<file path="src/rtl/mealy_bit_serializer.sv">
`timescale 1ns/1ps
// ----------------------------------------------------------------------------
// mealy_bit_serializer
//
// Parallel-to-serial front end for the Mealy sequence detector. WIDTH-bit
// words arrive over a valid/ready handshake. They are parked in a one-word
// holding register, then shifted out one bit per clock on a registered serial
// line. The holding register double-buffers the shifter. A word held by the
// time the current word's last bit goes out is loaded on the very next edge,
// so consecutive words form a gapless bit stream.
//
// Parameters
//   WIDTH       word length in bits (>= 2)
//   MSB_FIRST   1: bit WIDTH-1 leaves first, 0: bit 0 leaves first
//   IDLE_BIT    level driven on x while no data bit is presented
//
// Ports
//   clk          in   rising-edge clock
//   reset        in   asynchronous, active-high reset
//   din          in   parallel word to serialize
//   din_valid    in   din holds a word
//   din_ready    out  holding register empty (combinational, = ~hold_valid)
//   x            out  registered serial bit to the detector
//   x_valid      out  x carries a data bit this cycle
//   frame_start  out  one-cycle pulse aligned with the first bit of a word
//   busy         out  shifter active or holding register full (registered)
// ----------------------------------------------------------------------------
module mealy_bit_serializer #(
   parameter int unsigned WIDTH     = 8,
   parameter bit          MSB_FIRST = 1'b1,
   parameter logic        IDLE_BIT  = 1'b0
) (
   input  logic             clk,
   input  logic             reset,
   input  logic [WIDTH-1:0] din,
   input  logic             din_valid,
   output logic             din_ready,
   output logic             x,
   output logic             x_valid,
   output logic             frame_start,
   output logic             busy
);

   localparam int unsigned     CNT_W    = (WIDTH > 1) ? $clog2(WIDTH) : 1;
   localparam logic [CNT_W-1:0] LAST_CNT = CNT_W'(WIDTH - 1);

   typedef enum logic {
      ST_IDLE,
      ST_SHIFT
   } state_t;

   // -------------------------------------------------------------------------
   // Registers
   // -------------------------------------------------------------------------
   state_t           r_state;
   logic [WIDTH-1:0] r_hold;
   logic             r_hold_valid;
   logic [WIDTH-1:0] r_shift;
   logic [CNT_W-1:0] r_bit_cnt;
   logic             r_x;
   logic             r_x_valid;
   logic             r_frame_start;
   logic             r_busy;

   // -------------------------------------------------------------------------
   // Combinational next values
   // -------------------------------------------------------------------------
   state_t           w_state_nxt;
   logic             w_accept;
   logic             w_load_cond;
   logic             w_load;
   logic             w_hold_valid_nxt;
   logic [WIDTH-1:0] w_shift_nxt;
   logic [CNT_W-1:0] w_bit_cnt_nxt;
   logic             w_x_nxt;
   logic             w_x_valid_nxt;
   logic             w_frame_start_nxt;
   logic             w_busy_nxt;

   // Bit of a shifter image that sits at the output end.
   function automatic logic output_end(input logic [WIDTH-1:0] v);
      return MSB_FIRST ? v[WIDTH-1] : v[0];
   endfunction

   // Handshake: the holding register takes a word only when it is empty.
   assign din_ready = ~r_hold_valid;
   assign w_accept  = din_valid & ~r_hold_valid;

   // The shifter can take a new word when it is idle or presenting its last
   // bit. Accept needs an empty hold and load needs a full one, so the two
   // never coincide and the hold update below needs no priority rule.
   assign w_load_cond = (r_state == ST_IDLE) || (r_bit_cnt == LAST_CNT);
   assign w_load      = w_load_cond & r_hold_valid;

   always_comb begin
      w_hold_valid_nxt = r_hold_valid;
      if (w_accept) begin
         w_hold_valid_nxt = 1'b1;
      end else if (w_load) begin
         w_hold_valid_nxt = 1'b0;
      end
   end

   // -------------------------------------------------------------------------
   // FSM process 1: state register
   // -------------------------------------------------------------------------
   // NOTE: clocked state uses non-blocking assignments so every register
   // samples the pre-edge values of the others, independent of block order.
   always_ff @(posedge clk or posedge reset) begin
      if (reset) begin
         r_state <= ST_IDLE;
      end else begin
         r_state <= w_state_nxt;
      end
   end

   // -------------------------------------------------------------------------
   // FSM process 2: next-state logic
   // -------------------------------------------------------------------------
   // NOTE: every combinational output gets a default first so no path leaves
   // it unassigned, which would otherwise infer a latch.
   always_comb begin
      w_state_nxt = r_state;
      if (w_load_cond) begin
         w_state_nxt = r_hold_valid ? ST_SHIFT : ST_IDLE;
      end
   end

   // -------------------------------------------------------------------------
   // FSM process 3: output / datapath logic (values registered below)
   // -------------------------------------------------------------------------
   always_comb begin
      w_shift_nxt       = r_shift;
      w_bit_cnt_nxt     = r_bit_cnt;
      w_x_nxt           = r_x;
      w_x_valid_nxt     = r_x_valid;
      w_frame_start_nxt = 1'b0;

      if (w_load) begin
         // Start a new word: its first bit goes out with the frame marker.
         w_shift_nxt       = r_hold;
         w_bit_cnt_nxt     = '0;
         w_x_nxt           = output_end(r_hold);
         w_x_valid_nxt     = 1'b1;
         w_frame_start_nxt = 1'b1;
      end else if (w_load_cond) begin
         // Last bit done and nothing waiting: line goes idle.
         w_x_nxt       = IDLE_BIT;
         w_x_valid_nxt = 1'b0;
      end else begin
         // Mid-word: move the next bit to the output end.
         w_shift_nxt   = MSB_FIRST ? (r_shift << 1) : (r_shift >> 1);
         w_bit_cnt_nxt = r_bit_cnt + CNT_W'(1);
         w_x_nxt       = output_end(w_shift_nxt);
         w_x_valid_nxt = 1'b1;
      end

      // busy is registered from the next-state view so it lines up with x.
      w_busy_nxt = (w_state_nxt == ST_SHIFT) | w_hold_valid_nxt;
   end

   // -------------------------------------------------------------------------
   // Datapath and output registers
   // -------------------------------------------------------------------------
   always_ff @(posedge clk or posedge reset) begin
      if (reset) begin
         r_hold_valid  <= 1'b0;
         r_shift       <= '0;
         r_bit_cnt     <= '0;
         r_x           <= IDLE_BIT;
         r_x_valid     <= 1'b0;
         r_frame_start <= 1'b0;
         r_busy        <= 1'b0;
      end else begin
         r_hold_valid  <= w_hold_valid_nxt;
         r_shift       <= w_shift_nxt;
         r_bit_cnt     <= w_bit_cnt_nxt;
         r_x           <= w_x_nxt;
         r_x_valid     <= w_x_valid_nxt;
         r_frame_start <= w_frame_start_nxt;
         r_busy        <= w_busy_nxt;
      end
   end

   // NOTE: the hold data register is deliberately left out of reset; its
   // content is only ever consumed while r_hold_valid is set, and that flag
   // is reset.
   always_ff @(posedge clk) begin
      if (w_accept) begin
         r_hold <= din;
      end
   end

   assign x           = r_x;
   assign x_valid     = r_x_valid;
   assign frame_start = r_frame_start;
   assign busy        = r_busy;

endmodule
</file>
<file path="config.mk">
export PLATFORM = sky130hd
export DESIGN_NAME = mealy_bit_serializer
export DESIGN_NICKNAME = d
export VERILOG_FILES = /design/src/rtl/mealy_bit_serializer.sv
export SDC_FILE = /design/constraint.sdc
export NUM_CORES = 1
export LEC_CHECK = 0
export BUFFER_PORTS_ARGS = -buffer_cell sky130_fd_sc_hd__clkbuf_2
export CAP_MARGIN = 5
export CORE_MARGIN = 10
export CORE_UTILIZATION = 35
export CTS_BUF_LIST = sky130_fd_sc_hd__clkbuf_8
export CTS_CLUSTER_SIZE = 40
export DETAILED_ROUTE_END_ITERATION = 6
export HOLD_SLACK_MARGIN = 0.02
export PLACE_DENSITY = 0.54
export SETUP_SLACK_MARGIN = 0.4
export SLEW_MARGIN = 20
export SYNTH_ARGS = -nofsm -noshare
export SYNTH_HDL_FRONTEND = slang
export SYNTH_SLANG_ARGS = --single-unit
</file>
<file path="constraint.sdc">
create_clock -name clk -period 2 [get_ports clk]
set_input_delay 0.2 -clock clk [delete_from_list [all_inputs] [get_ports clk]]
set_output_delay 0.2 -clock clk [all_outputs]
set_load 0.02 [all_outputs]
</file>
==> run summary <==
Status: completed
Antenna violations before repair: 0
CP Capture Type: primary output
Final wirelength: 1532 um
Post-CTS setup buffer count: 0
Clk sinks: 24
Avg Cell Area, Syn: 15.74 sq um
Final Hold Fails: 0
Reg-to-reg endpoint: r_shift[3]$_DFFE_PP0P_
HP Class: in -> reg
Die Area: 5301 sq um
Switching Share: 29.82%
Clk pwr share: 17.9%
Post-DP HPWL: 1055 um
R2R cell count: 4
Max Slew Vio Count: 0
Core footprint: 2710 sq um
Worst r2r src: r_bit_cnt[0]$_DFFE_PP0P_
Final setup fails: 0
Worst-path fanout max: 13
I/O Buffers: 15
Global Route Usage Sum: 6.466%
Synth-to-Final Area Change: 15.77%
Cell Area, Synth: 975.9 sq um
Final period util: 72.33%
Synth warn: 0
WS Path Type: reg -> out
Worst skew pair latency: 0.26 ns
Pre-antenna DRT Iters: 4
Sequential Power Share: 48.5%
Nets@finish: 94
Vias in the first global route: 586
Row cnt: 19
Measured slew at the worst slew-check pin: 0.6047 ns
Final core occ: 41.69%
VDD IR-drop max: 0.6942 mV
Vias: 530
WL/cell: 13.80 um
Mapped Cells: 62
Share of cells above drive strength 1: 43.75%
# Max-Cap Violations: 0
Antenna Violating Nets Remaining: 0
Comb pwr share: 33.6%
Worst EP arrival: 1.25 ns
First-pass GRT wire length: 2656 um
Final GP Congestion: 0.7063
CTS clk-pin slew, worst paths: 0.08 ns
Slew Limit Headroom: 59.65%
Syn_nets: 75
Power density over the cells: 1391 nW/um^2
Hold path start: din[4]
Most frequent cells in the layout: 15 x dfrtp_1, 15 x clkbuf_2, 12 x mux2_2, 8 x edfxtp_1
RSZ-0062 raised after global routing: false
Total grt overflow: 0
Die width: 72.81 um
R2r setup slk: 0.56 ns
Register area share after synthesis: 65.64%
Initial Util: 36.01%
Highest clock rate: 691.3 MHz
Die height: 72.81 um
Crit-path max cell delay: 0.52 ns
Htree depth: 1
Hold path depth: 1
CTS tree: yes
Min cycle time layout: 1.447 ns
Worst setup SP type: register
Crit path cell chain: buf_4 > inv_1 > clkbuf_2
Vias/cell: 4.775
WP buf/inv: 3
Static Leak: 0.0005194 uW
Distinct cell type count after synthesis: 19
Hold EP: r_hold[4]$_DFFE_PP_
Setup TNS: 0 ns
Flops & latches, synth: 24
Largest net degree at the start of global routing: 17
DRC violations left: 0
Ant diodes: 0
Clock tree buffer depth: 2
Final clock skew: 0.003039 ns
Root buffer cell: clkbuf_8
Cell Int Power: 1103 uW
CTS buffer count: 3
CP delay by family, top: flip-flops
Iter 0 DRT Violations: 12
Switch Pwr: 468.7 uW
Top Ports: 16
Highest-delay cell along the critical path: dfrtp_2
CP required: 1.80 ns
Worst Hold Slack: 0.1083 ns
## worst register-to-register path, cell delays in order, from the launching register on
cell and delay (ns):
dfrtp_1 0.40, ha_1 0.20, ha_1 0.19, nand2b_4 0.21
mux2_4 0.32
## synthesized netlist by cell type, drive strengths merged
cell type | number | share of area (%)
nand3b | 1 | 0.77
and2b | 3 | 2.3
ha | 2 | 2.6
or3 | 1 | 0.64
nor2 | 2 | 0.77
nand2 | 3 | 1.2
edfxtp | 8 | 25
o21ai | 1 | 0.51
inv | 2 | 0.77
mux2 | 14 | 17
nand2b | 2 | 1.3
nor2b | 1 | 0.64
buf | 3 | 3.2
a21o | 1 | 0.77
dfrtp | 16 | 41
mux2i | 2 | 2.1
## worst max path at each step
stage                             start                      to  slack [ns]  cells past startpoint
3_5_place_dp   r_bit_cnt[0]$_DFFE_PP0P_  r_shift[3]$_DFFE_PP0P_        0.31                      4
4_1_cts          r_hold_valid$_DFF_PP0_               din_ready        0.40                      3
3_3_place_gp   r_bit_cnt[0]$_DFFE_PP0P_  r_shift[3]$_DFFE_PP0P_        0.34                      4
5_1_grt        r_bit_cnt[0]$_DFFE_PP0P_             x$_DFF_PP0_        0.44                      4
2_1_floorplan  r_bit_cnt[0]$_DFFE_PP0P_  r_shift[3]$_DFFE_PP0P_        0.50                      5
6_report         r_hold_valid$_DFF_PP0_               din_ready        0.55                      3
## routing by layer
metal | global-route usage (%) | vias up | wire, um
met1 | 6.924 | 264 | 659
met4 | 3.797 | 0 | 34
met5 | 0 | - | 0
li1 | - | 249 | -
met3 | 2.857 | 2 | 120
met2 | 10.31 | 15 | 718
## metrics by stage
stage               std cells  power (uW)  setup slack (ns)  area [sq um]
floorplan                  62        1217            0.5017         975.9
global placement          106        1300            0.3375          1066
detailed placement        106        1310            0.3125          1066
CTS                       111        1601            0.4033          1124
global route              111        1701            0.4433          1130
finish                    111        1572            0.5534          1130
## power groups by stage
stage	clock, uW	sequential, uW	combinational, uW
after floorplan	0	748	469
after global placement	0	772	528
after detailed placement	0	774	535
after CTS	296	765	540
after global routing	316	788	596
final	281	762	529
## state kept, by name, indices dropped and copies added, names as in the netlist
signal and count:
r_hold 8, x 1, r_bit_cnt 3, r_state 1, r_hold_valid 1, x_valid 1
frame_start 1, r_shift 7, busy 1
## logic make-up after synthesis
group	after synthesis	synth area share, %
mux	16	18.97
fa+ha+maj	2	2.564
simple gates	13	7.565
buf+inv	5	3.974
flops	24	65.64
compound gates	2	1.282
## repair_timing
item                                    CTS  global route
hold endpoints to repair                 16             0
endpoints found under the setup margin    8             9
hold buffers                              1             0
resized for setup                         1             2
cloned                                    0             0
## area by class of cell
type                            instances  area (sq um)
Fill cell                             263          1580
Inverter                                2         7.507
Sequential cell                        24         641.9
Multi-Input combinational cell         33         304.0
Tap cell                               31         38.79
Clock inverter                          1         3.754
Timing Repair Buffer                   17         92.59
Clock buffer                            3         41.29
Note: power is estimated with default switching activity, not from simulation.
